--- src/rtl/sci_tx_seq_pkg.sv ---
// Shared types and constants for the SCI transmit sequencer.
// No logic; register map of the SCI channel and FSM state encoding.
// Imported by the sequencer top and its byte FIFO.
package sci_tx_seq_pkg;

  typedef enum logic [2:0] {
    IDLE = 3'd0,
    POLL = 3'd1,
    WAIT = 3'd2,
    WTDR = 3'd3,
    WSSR = 3'd4
  } SCI_SEQ_STATE_t;

  // Channel 0 register block; channel N sits at SCI_BASE | N<<3.
  localparam logic [27:0] SCI_BASE     = 28'h5FFFEC0;
  localparam logic [27:0] SCI_TDR_OFS  = 28'h3;
  localparam logic [27:0] SCI_SSR_OFS  = 28'h4;

  // SSR sits in the top byte lane, TDR in the bottom one.
  localparam logic [3:0]  SCI_BA_SSR   = 4'b1000;
  localparam logic [3:0]  SCI_BA_TDR   = 4'b0001;

  // TDRE is SSR bit 7, i.e. bit 31 of the bus word.
  localparam int          SSR_TDRE_BIT = 31;

  // Written to SSR after loading TDR: TDRE=0, other flags kept, MPBT=0.
  localparam logic [7:0]  SSR_TDRE_CLR = 8'h7E;

  function automatic logic [27:0] sci_base(input int ch);
    return SCI_BASE | (28'(ch) << 3);
  endfunction

endpackage

--- src/rtl/sci_tx_seq_if.sv ---
// Internal bus between the sequencer (master) and the SCI register block.
// A transfer completes on a clock-enabled edge with IBUS_REQ=1, IBUS_BUSY=0.
// Slave stalls by holding IBUS_BUSY; master holds A/DO/BA/WE until completion.
interface sci_tx_seq_if;
  logic [27:0] IBUS_A;
  logic [31:0] IBUS_DO;
  logic [31:0] IBUS_DI;
  logic [3:0]  IBUS_BA;
  logic        IBUS_WE;
  logic        IBUS_REQ;
  logic        IBUS_BUSY;

  modport master (
    output IBUS_A, IBUS_DO, IBUS_BA, IBUS_WE, IBUS_REQ,
    input  IBUS_DI, IBUS_BUSY
  );

  modport slave (
    input  IBUS_A, IBUS_DO, IBUS_BA, IBUS_WE, IBUS_REQ,
    output IBUS_DI, IBUS_BUSY
  );
endinterface

--- src/rtl/sci_tx_seq_fifo.sv ---
// Byte FIFO feeding the SCI transmit sequencer (pointers, LEVEL, storage).
// Push visible one clock-enabled edge later; head is combinational from rptr.
// Push while full is dropped; flush wins over push and pop in the same cycle.
module sci_seq_fifo #(
  parameter int DEPTH_LOG2 = 3
) (
  input  logic                  CLK,
  input  logic                  RST_N,
  input  logic                  ce,
  input  logic                  push,
  input  logic [7:0]            din,
  input  logic                  pop,
  input  logic                  flush,
  output logic [7:0]            head,
  output logic [DEPTH_LOG2:0]   level,
  output logic                  full,
  output logic                  empty
);
  import sci_tx_seq_pkg::*;

  localparam int DEPTH = 1 << DEPTH_LOG2;

  logic [7:0]            mem [DEPTH];
  logic [DEPTH_LOG2-1:0] wptr;
  logic [DEPTH_LOG2-1:0] rptr;
  logic                  push_ok;
  logic                  pop_ok;

  assign full    = (level == (DEPTH_LOG2 + 1)'(DEPTH));
  assign empty   = (level == '0);
  assign push_ok = push & ~full;
  assign pop_ok  = pop & ~empty;
  assign head    = mem[rptr];

  // Storage write; a flushed push never lands.
  always_ff @(posedge CLK) begin
    if (ce && push_ok && !flush) begin
      mem[wptr] <= din;
    end
  end

  // Pointer and occupancy bookkeeping; pointers wrap naturally at DEPTH.
  always_ff @(posedge CLK or negedge RST_N) begin
    if (!RST_N) begin
      wptr  <= '0;
      rptr  <= '0;
      level <= '0;
    end else if (ce) begin
      if (flush) begin
        wptr  <= '0;
        rptr  <= '0;
        level <= '0;
      end else begin
        if (push_ok) wptr <= wptr + 1'b1;
        if (pop_ok)  rptr <= rptr + 1'b1;
        case ({push_ok, pop_ok})
          2'b10:   level <= level + 1'b1;
          2'b01:   level <= level - 1'b1;
          default: level <= level;
        endcase
      end
    end
  end

endmodule

--- src/rtl/sci_tx_seq.sv ---
// SCI transmit sequencer: drains a byte FIFO into the SCI TDR via polled SSR.
// Each byte costs POLL + TDR write + SSR write, one CE_R edge each if unstalled.
// IBUS_BUSY stalls any transfer; define SCI_SEQ_TXI_WAIT_EN to back off on TXI.
module sci_tx_seq #(
  parameter int N          = 0,
  parameter int DEPTH_LOG2 = 3
) (
  input  logic                CLK,
  input  logic                RST_N,
  input  logic                CE_R,
  input  logic                EN,
  input  logic                FLUSH,
  input  logic                OVF_CLR,
  input  logic [7:0]          WR_DATA,
  input  logic                WR_REQ,
  output logic                FULL,
  output logic                EMPTY,
  output logic [DEPTH_LOG2:0] LEVEL,
  output logic                OVF,
  output logic                ACTIVE,
  input  logic                TXI,
  sci_tx_seq_if.master        ibus
);
  import sci_tx_seq_pkg::*;

  localparam logic [27:0] BASE = sci_base(N);

  SCI_SEQ_STATE_t state;
  SCI_SEQ_STATE_t state_nxt;

  logic        xfer_done;
  logic        pop;
  logic        flush_req;
  logic        flush_now;
  logic        flush_pend;
  logic        wait_done;
  logic [7:0]  head;
  logic        req_d;
  logic        we_d;
  logic [27:0] a_d;
  logic [31:0] do_d;
  logic [3:0]  ba_d;

  assign xfer_done = req_d & ~ibus.IBUS_BUSY;
  assign pop       = (state == WTDR) & xfer_done;

  // A flush seen while TDR is being written must not move the head under
  // the outstanding write, so it is parked and applied with that pop.
  assign flush_req = FLUSH | flush_pend;
  assign flush_now = flush_req & ((state != WTDR) | xfer_done);

  sci_seq_fifo #(
    .DEPTH_LOG2 (DEPTH_LOG2)
  ) u_fifo (
    .CLK   (CLK),
    .RST_N (RST_N),
    .ce    (CE_R),
    .push  (WR_REQ),
    .din   (WR_DATA),
    .pop   (pop),
    .flush (flush_now),
    .head  (head),
    .level (LEVEL),
    .full  (FULL),
    .empty (EMPTY)
  );

`ifdef SCI_SEQ_TXI_WAIT_EN
  assign wait_done = TXI;

  logic unused_ok;
  assign unused_ok = ^ibus.IBUS_DI[SSR_TDRE_BIT-1:0];
`else
  logic [3:0] bo_cnt;

  // Backoff timer: runs only in WAIT, so each WAIT lasts 16 CE_R cycles.
  always_ff @(posedge CLK or negedge RST_N) begin
    if (!RST_N) begin
      bo_cnt <= '0;
    end else if (CE_R) begin
      bo_cnt <= (state == WAIT) ? bo_cnt + 1'b1 : 4'd0;
    end
  end

  assign wait_done = (bo_cnt == 4'hF);

  logic unused_ok;
  assign unused_ok = ^{ibus.IBUS_DI[SSR_TDRE_BIT-1:0], TXI};
`endif

  // Sticky overflow: a push into a full FIFO sets it; set beats clear.
  always_ff @(posedge CLK or negedge RST_N) begin
    if (!RST_N) begin
      OVF <= 1'b0;
    end else if (CE_R) begin
      OVF <= (WR_REQ & FULL) | (OVF & ~OVF_CLR);
    end
  end

  // Deferred flush holder, live only while a TDR write is outstanding.
  always_ff @(posedge CLK or negedge RST_N) begin
    if (!RST_N) begin
      flush_pend <= 1'b0;
    end else if (CE_R) begin
      flush_pend <= (state == WTDR) & ~xfer_done & flush_req;
    end
  end

  // FSM state register.
  always_ff @(posedge CLK or negedge RST_N) begin
    if (!RST_N) begin
      state <= IDLE;
    end else if (CE_R) begin
      state <= state_nxt;
    end
  end

  // Next state and bus drive; outputs decode from state so they hold while stalled.
  always_comb begin
    state_nxt = state;
    req_d     = 1'b0;
    we_d      = 1'b0;
    a_d       = '0;
    do_d      = '0;
    ba_d      = '0;
    case (state)
      IDLE: begin
        if (EN && !EMPTY) state_nxt = POLL;
      end
      POLL: begin
        req_d = 1'b1;
        a_d   = BASE + SCI_SSR_OFS;
        ba_d  = SCI_BA_SSR;
        if (xfer_done) begin
          if (!EN || EMPTY)                     state_nxt = IDLE;
          else if (ibus.IBUS_DI[SSR_TDRE_BIT])  state_nxt = WTDR;
          else                                  state_nxt = WAIT;
        end
      end
      WAIT: begin
        if (!EN || EMPTY)  state_nxt = IDLE;
        else if (wait_done) state_nxt = POLL;
      end
      WTDR: begin
        req_d = 1'b1;
        we_d  = 1'b1;
        a_d   = BASE + SCI_TDR_OFS;
        ba_d  = SCI_BA_TDR;
        do_d  = {24'h0, head};
        if (xfer_done) state_nxt = WSSR;
      end
      WSSR: begin
        req_d = 1'b1;
        we_d  = 1'b1;
        a_d   = BASE + SCI_SSR_OFS;
        ba_d  = SCI_BA_SSR;
        do_d  = {SSR_TDRE_CLR, 24'h0};
        if (xfer_done) state_nxt = (EN && !EMPTY) ? POLL : IDLE;
      end
      default: state_nxt = IDLE;
    endcase
  end

  assign ACTIVE        = (state != IDLE);
  assign ibus.IBUS_REQ = req_d;
  assign ibus.IBUS_WE  = we_d;
  assign ibus.IBUS_A   = a_d;
  assign ibus.IBUS_DO  = do_d;
  assign ibus.IBUS_BA  = ba_d;

endmodule

--- src/flat_wrapper.sv ---
// flat-port wrapper written by rule: the top's interface ports become plain ports
module sci_tx_seq_flat import sci_tx_seq_pkg::*;
#(
  parameter int N          = 0,
  parameter int DEPTH_LOG2 = 3
)
  (CLK, RST_N, CE_R, EN, FLUSH, OVF_CLR, WR_DATA, WR_REQ, FULL, EMPTY, LEVEL, OVF, ACTIVE, TXI, ibus_IBUS_A, ibus_IBUS_DO, ibus_IBUS_BA, ibus_IBUS_WE, ibus_IBUS_REQ, ibus_IBUS_DI, ibus_IBUS_BUSY);
  sci_tx_seq_if ibus_i ();
  input  logic CLK;
  input  logic RST_N;
  input  logic CE_R;
  input  logic EN;
  input  logic FLUSH;
  input  logic OVF_CLR;
  input  logic [7:0] WR_DATA;
  input  logic WR_REQ;
  output logic FULL;
  output logic EMPTY;
  output logic [DEPTH_LOG2:0] LEVEL;
  output logic OVF;
  output logic ACTIVE;
  input  logic TXI;
  output wire logic [$bits(ibus_i.IBUS_A)-1:0] ibus_IBUS_A;
  output wire logic [$bits(ibus_i.IBUS_DO)-1:0] ibus_IBUS_DO;
  output wire logic [$bits(ibus_i.IBUS_BA)-1:0] ibus_IBUS_BA;
  output wire logic [$bits(ibus_i.IBUS_WE)-1:0] ibus_IBUS_WE;
  output wire logic [$bits(ibus_i.IBUS_REQ)-1:0] ibus_IBUS_REQ;
  input wire logic [$bits(ibus_i.IBUS_DI)-1:0] ibus_IBUS_DI;
  input wire logic [$bits(ibus_i.IBUS_BUSY)-1:0] ibus_IBUS_BUSY;
  assign ibus_IBUS_A = ibus_i.IBUS_A;
  assign ibus_IBUS_DO = ibus_i.IBUS_DO;
  assign ibus_IBUS_BA = ibus_i.IBUS_BA;
  assign ibus_IBUS_WE = ibus_i.IBUS_WE;
  assign ibus_IBUS_REQ = ibus_i.IBUS_REQ;
  assign ibus_i.IBUS_DI = ibus_IBUS_DI;
  assign ibus_i.IBUS_BUSY = ibus_IBUS_BUSY;
  sci_tx_seq #(.N(N), .DEPTH_LOG2(DEPTH_LOG2)) u_core (.CLK(CLK), .RST_N(RST_N), .CE_R(CE_R), .EN(EN), .FLUSH(FLUSH), .OVF_CLR(OVF_CLR), .WR_DATA(WR_DATA), .WR_REQ(WR_REQ), .FULL(FULL), .EMPTY(EMPTY), .LEVEL(LEVEL), .OVF(OVF), .ACTIVE(ACTIVE), .TXI(TXI), .ibus(ibus_i));
endmodule
--- config.mk ---
export PLATFORM = sky130hd
export DESIGN_NAME = sci_tx_seq_flat
export DESIGN_NICKNAME = d
export VERILOG_FILES = /design/src/rtl/sci_tx_seq_pkg.sv /design/src/rtl/sci_tx_seq_if.sv /design/src/rtl/sci_tx_seq_fifo.sv /design/src/rtl/sci_tx_seq.sv /design/src/flat_wrapper.sv
export SDC_FILE = /design/constraint.sdc
export NUM_CORES = 1
export LEC_CHECK = 0
export ABC_AREA = 1
export BUFFER_PORTS_ARGS = -buffer_cell sky130_fd_sc_hd__buf_2
export CAP_MARGIN = 40
export CORE_MARGIN = 3
export CORE_UTILIZATION = 47
export CTS_BUF_LIST = sky130_fd_sc_hd__clkbuf_16
export DETAILED_ROUTE_END_ITERATION = 6
export HOLD_SLACK_MARGIN = 0.1
export PLACE_DENSITY = 0.82
export SYNTH_ARGS = -nofsm -noshare
export SYNTH_HDL_FRONTEND = slang
export SYNTH_SLANG_ARGS = --single-unit
--- constraint.sdc ---
create_clock -name CLK -period 1.8 [get_ports CLK]
set_input_delay 0.36 -clock CLK [delete_from_list [all_inputs] [get_ports CLK]]
set_output_delay 0.36 -clock CLK [all_outputs]
set_load 0.01 [all_outputs]
==> results summary <==
The worst path setup slack after routing is -0.226 ns. Before antenna repair, the detailed router went through 5 iterations. Dividing total power by cell area gives a power density of between 1000 and 1500 nW/um2.

The via count is 3294. The tightest min-delay check is of the in -> reg type. The combined buffer and inverter count along the critical path is 3.

Synthesis handed over a netlist of 420 instances. The setup slack of the worst register-to-register path is -0.08 ns. After detailed routing, the average wire length per cell comes to between 15 and 20 um. Setup repair after global routing could not meet its margin everywhere. The die outline area is about 10000 um2. In this run the critical register-to-register path is captured at u_core.u_fifo.level[2]. The critical-path maximum fanout is 8.

The Yosys step of the flow raised 0 warnings. Leaving out fill and tap cells, the most frequent cells in the layout are 64 x sky130_fd_sc_hd__edfxtp_1, 57 x sky130_fd_sc_hd__nand2_1, 53 x sky130_fd_sc_hd__nor2_1. Among cell families on the critical path, the largest total delay comes from flip-flops.

The sequential cell area came out at 2400 um2. The number of hold violations in the final report came to 0. Of the total power, registers draw between 30% and 40%. The portion of the clock cycle consumed by the worst path in the final layout is 113%. In the routed design, unresolved DRC markers number 0.

The post-route clock skew came out at just under 0.008 ns. The arrival time of data at the critical path endpoint is 1.67 ns. The clock root buffer is sky130_fd_sc_hd__clkbuf_16.

The synthesized design contains 83 register bits. The core occupancy in the finished layout is 64.7%. The critical path goes through inv_4 > buf_6 > o21ai_2 > o22ai_1 > nor2_1 > nor2_2 > buf_2.

The number of design-rule violations left by the first detailed-router iteration is around 310. The total half-perimeter wirelength after legalization and detailed placement is 5840 um. The count of filler cells inserted in the layout is between 500 and 600. The worst hold endpoint is u_core.u_fifo.mem[0][6]. The number of inserted diodes is 0.

The sequential fraction of the synthesis area came out at between 50 and 60%. The starting utilization of the core area came out at 49.5%. The chip width came out at between 100 and 150 um.

The count of buffers inserted at the top-level ports is 64. The run finished, with violations left. The number of antenna violations at the first check in global routing came out at 0. The total power of the final layout came out at between 6 and 7 mW. Across the run, the number of max-cap violations was 0. The cell count of the worst reg-to-reg path is 14.

In this run the critical register-to-register path is launched from u_core.state[0]. The clock period minus final worst setup slack is just over 2 ns. The netlist uses 31 different library cells.

The final cell area excluding filler cells is 5450 um2. After floorplanning, the core was sized to cover approximately 8400 um2. The via count of the first global-routing pass is between 3000 and 4000. The post-synthesis area per instance came out at 9.92 um2.

The path type of the worst setup path is reg -> out. The final weighted congestion of routability-driven global placement is a little under 0.9. The clock-pin slew of the registers on the worst-case setup and hold paths is 0.07 ns. The critical path data required time came out at 1.44 ns. STA classifies the critical path startpoint as a flip-flop.

By area the synthesized netlist is led by sky130_fd_sc_hd__edfxtp_1 46%, sky130_fd_sc_hd__dfrtp_1 11%, sky130_fd_sc_hd__buf_4 10%. The worst slack at placement is -0.0454 ns. The final reports fail on negative setup slack. The post-detailed-route via-to-cell ratio came out at approximately 5.4. The first global-routing pass estimated about 14000 um of wire. For this design, the sink count on the clock tree is 83. The most common cell after layout, fill and taps aside is sky130_fd_sc_hd__edfxtp_1. The depth of the worst hold-timing path is 1. The vertical extent of the die came out at roughly 100 um. The worst hold path begins at WR_DATA[6]. The worst hold margin is approximately 0.28 ns. The multi-input logic area is roughly 1600 um2. The synthesized area is about 4200 um2. The number of placed instances, taps included, is between 500 and 600. The internal power contribution came out at approximately 4.4 mW. The number of clock buffers inserted by TritonCTS came out at 9. In this run the remaining antenna-violating nets after routing total 0. The floorplan has 33 rows. The delay of the slowest critical-path stage came out at ~0.46 ns. The number of placed I/O pins came out at about 120. The number of H-tree branching levels came out at 3.

The proportion of netlist area held by the largest area contributor is ~46%. The worst setup path is captured at a primary output. The largest buffer count on any clock path came out at 2. The number of non-filler instances in the completed layout came out at 610. The count of endpoints failing setup in the final report is 38. In the final layout, the share of cells above drive strength 1 is 38.0%. The overflow left after global routing is 0. In this run switching power makes up around a third of total power.

Adding up every negative setup slack in the final design gives -5.46 ns. The worst-case vdd ir drop came out at about 580 uV. The worst-skew pair later-pin latency came out at around 0.34 ns. The proportion of power drawn by combinational gates is 38.3%. The highest clock frequency the design can meet came out at approximately 490 MHz. The total count of max-transition violations in the final report is 0. The analysis attributes to cell leakage a power of 2.35 nW.

The overall global routing resource usage is a little under a fifth. The area growth from synthesis to layout came out at 30.9%. The clock group share of total power came out at between 20% and 30%. The pin count of the biggest net entering global routing is 23. Summing all placed instances gives a cell area of 4490 um2. The wire length reported by the detailed router is between 10000 and 15000 um. The power dissipated by switching net loads is 2.19 mW. TritonCTS built the clock tree. Among all stages on the critical path, the largest delay is contributed by sky130_fd_sc_hd__dfrtp_2.

The number of nets in the finished design is between 500 and 600. Summed over all instances, the cell type with the most area after synthesis is sky130_fd_sc_hd__edfxtp_1.
==> synthesized netlist by cell type (all sizes together) <==
cell and instances:
a21oi 9, buf 66, clkbuf 2, conb 1, dfrtp 19, edfxtp 64
ha 6, inv 24, nand2 70, nand3 13, nand4 2, nor2 77
nor3 1, o211ai 8, o21ai 42, o22ai 8, or2 2, xnor2 2
xor2 4
==> what timing repair did <==
item                                   4_1_cts  5_1_grt
gates cloned                                 1        2
resized for setup                           45       94
hold buffers                                 1        0
setup buffers                                3        8
pin swaps                                    5       31
endpoints found under the hold margin       19        0
setup endpoints to repair                   39      105
==> registers in the layout, indices dropped and copies added (netlist names) <==
signal / count
u_core.state: 3
u_core.u_fifo.mem: 64
u_core.u_fifo.wptr: 3
u_core.OVF: 1
u_core.bo_cnt: 4
u_core.u_fifo.rptr: 3
u_core.u_fifo.level: 4
u_core.flush_pend: 1
==> worst max path at each step <==
stage	start	to	slack [ns]	cells past startpoint
2_1_floorplan	u_core.state[0]	u_core.u_fifo.level[2]	0.005	14
3_3_place_gp	u_core.u_fifo.level[1]	u_core.u_fifo.level[2]	0.02	12
3_5_place_dp	u_core.u_fifo.level[1]	u_core.u_fifo.level[2]	-0.05	13
4_1_cts	u_core.u_fifo.rptr[0]	ibus_IBUS_DO[2]	-0.15	7
5_1_grt	u_core.u_fifo.rptr[1]	ibus_IBUS_DO[2]	-0.30	6
6_report	u_core.u_fifo.rptr[0]	ibus_IBUS_DO[2]	-0.23	7
==> kinds of logic after synthesis <==
family	share of synthesized area [%]
AOI/OAI and AO/OA	9.04
buffers and inverters	13.7
adders and majority gates	1.80
and+or+nand+nor	16.6
DFF	57.6
other	0.0900
xor gates and xnor gates	1.26
==> power by group through the flow <==
stage,registers (mW),clock network (mW),logic [mW]
after detailed placement,2.21,0,1.61
after global placement,2.21,0,1.55
after CTS,2.18,1.88,1.79
final,2.20,1.87,2.52
after global routing,2.20,1.95,2.70
after floorplan,2.22,0,1.41
==> routing by layer <==
metal / GRT usage [%] / vias up / routed length (um)
met5: 0 / - / 0
met4: 8.81 / 0 / 301
met3: 3.47 / 29 / 769
met2: 31.7 / 171 / 5590
met1: 21.8 / 1596 / 3680
li1: - / 1498 / -
==> final cells by class <==
class | instances | share of cell area, %
Multi-Input combinational cell | 273 | 28.8
Clock buffer | 9 | 4.13
Tap cell | 105 | 2.41
Timing Repair Buffer | 109 | 17.1
Inverter | 24 | 2.00
Clock inverter | 7 | 1.49
Sequential cell | 83 | 44.0
Note: power is estimated with default switching activity, not from simulation.
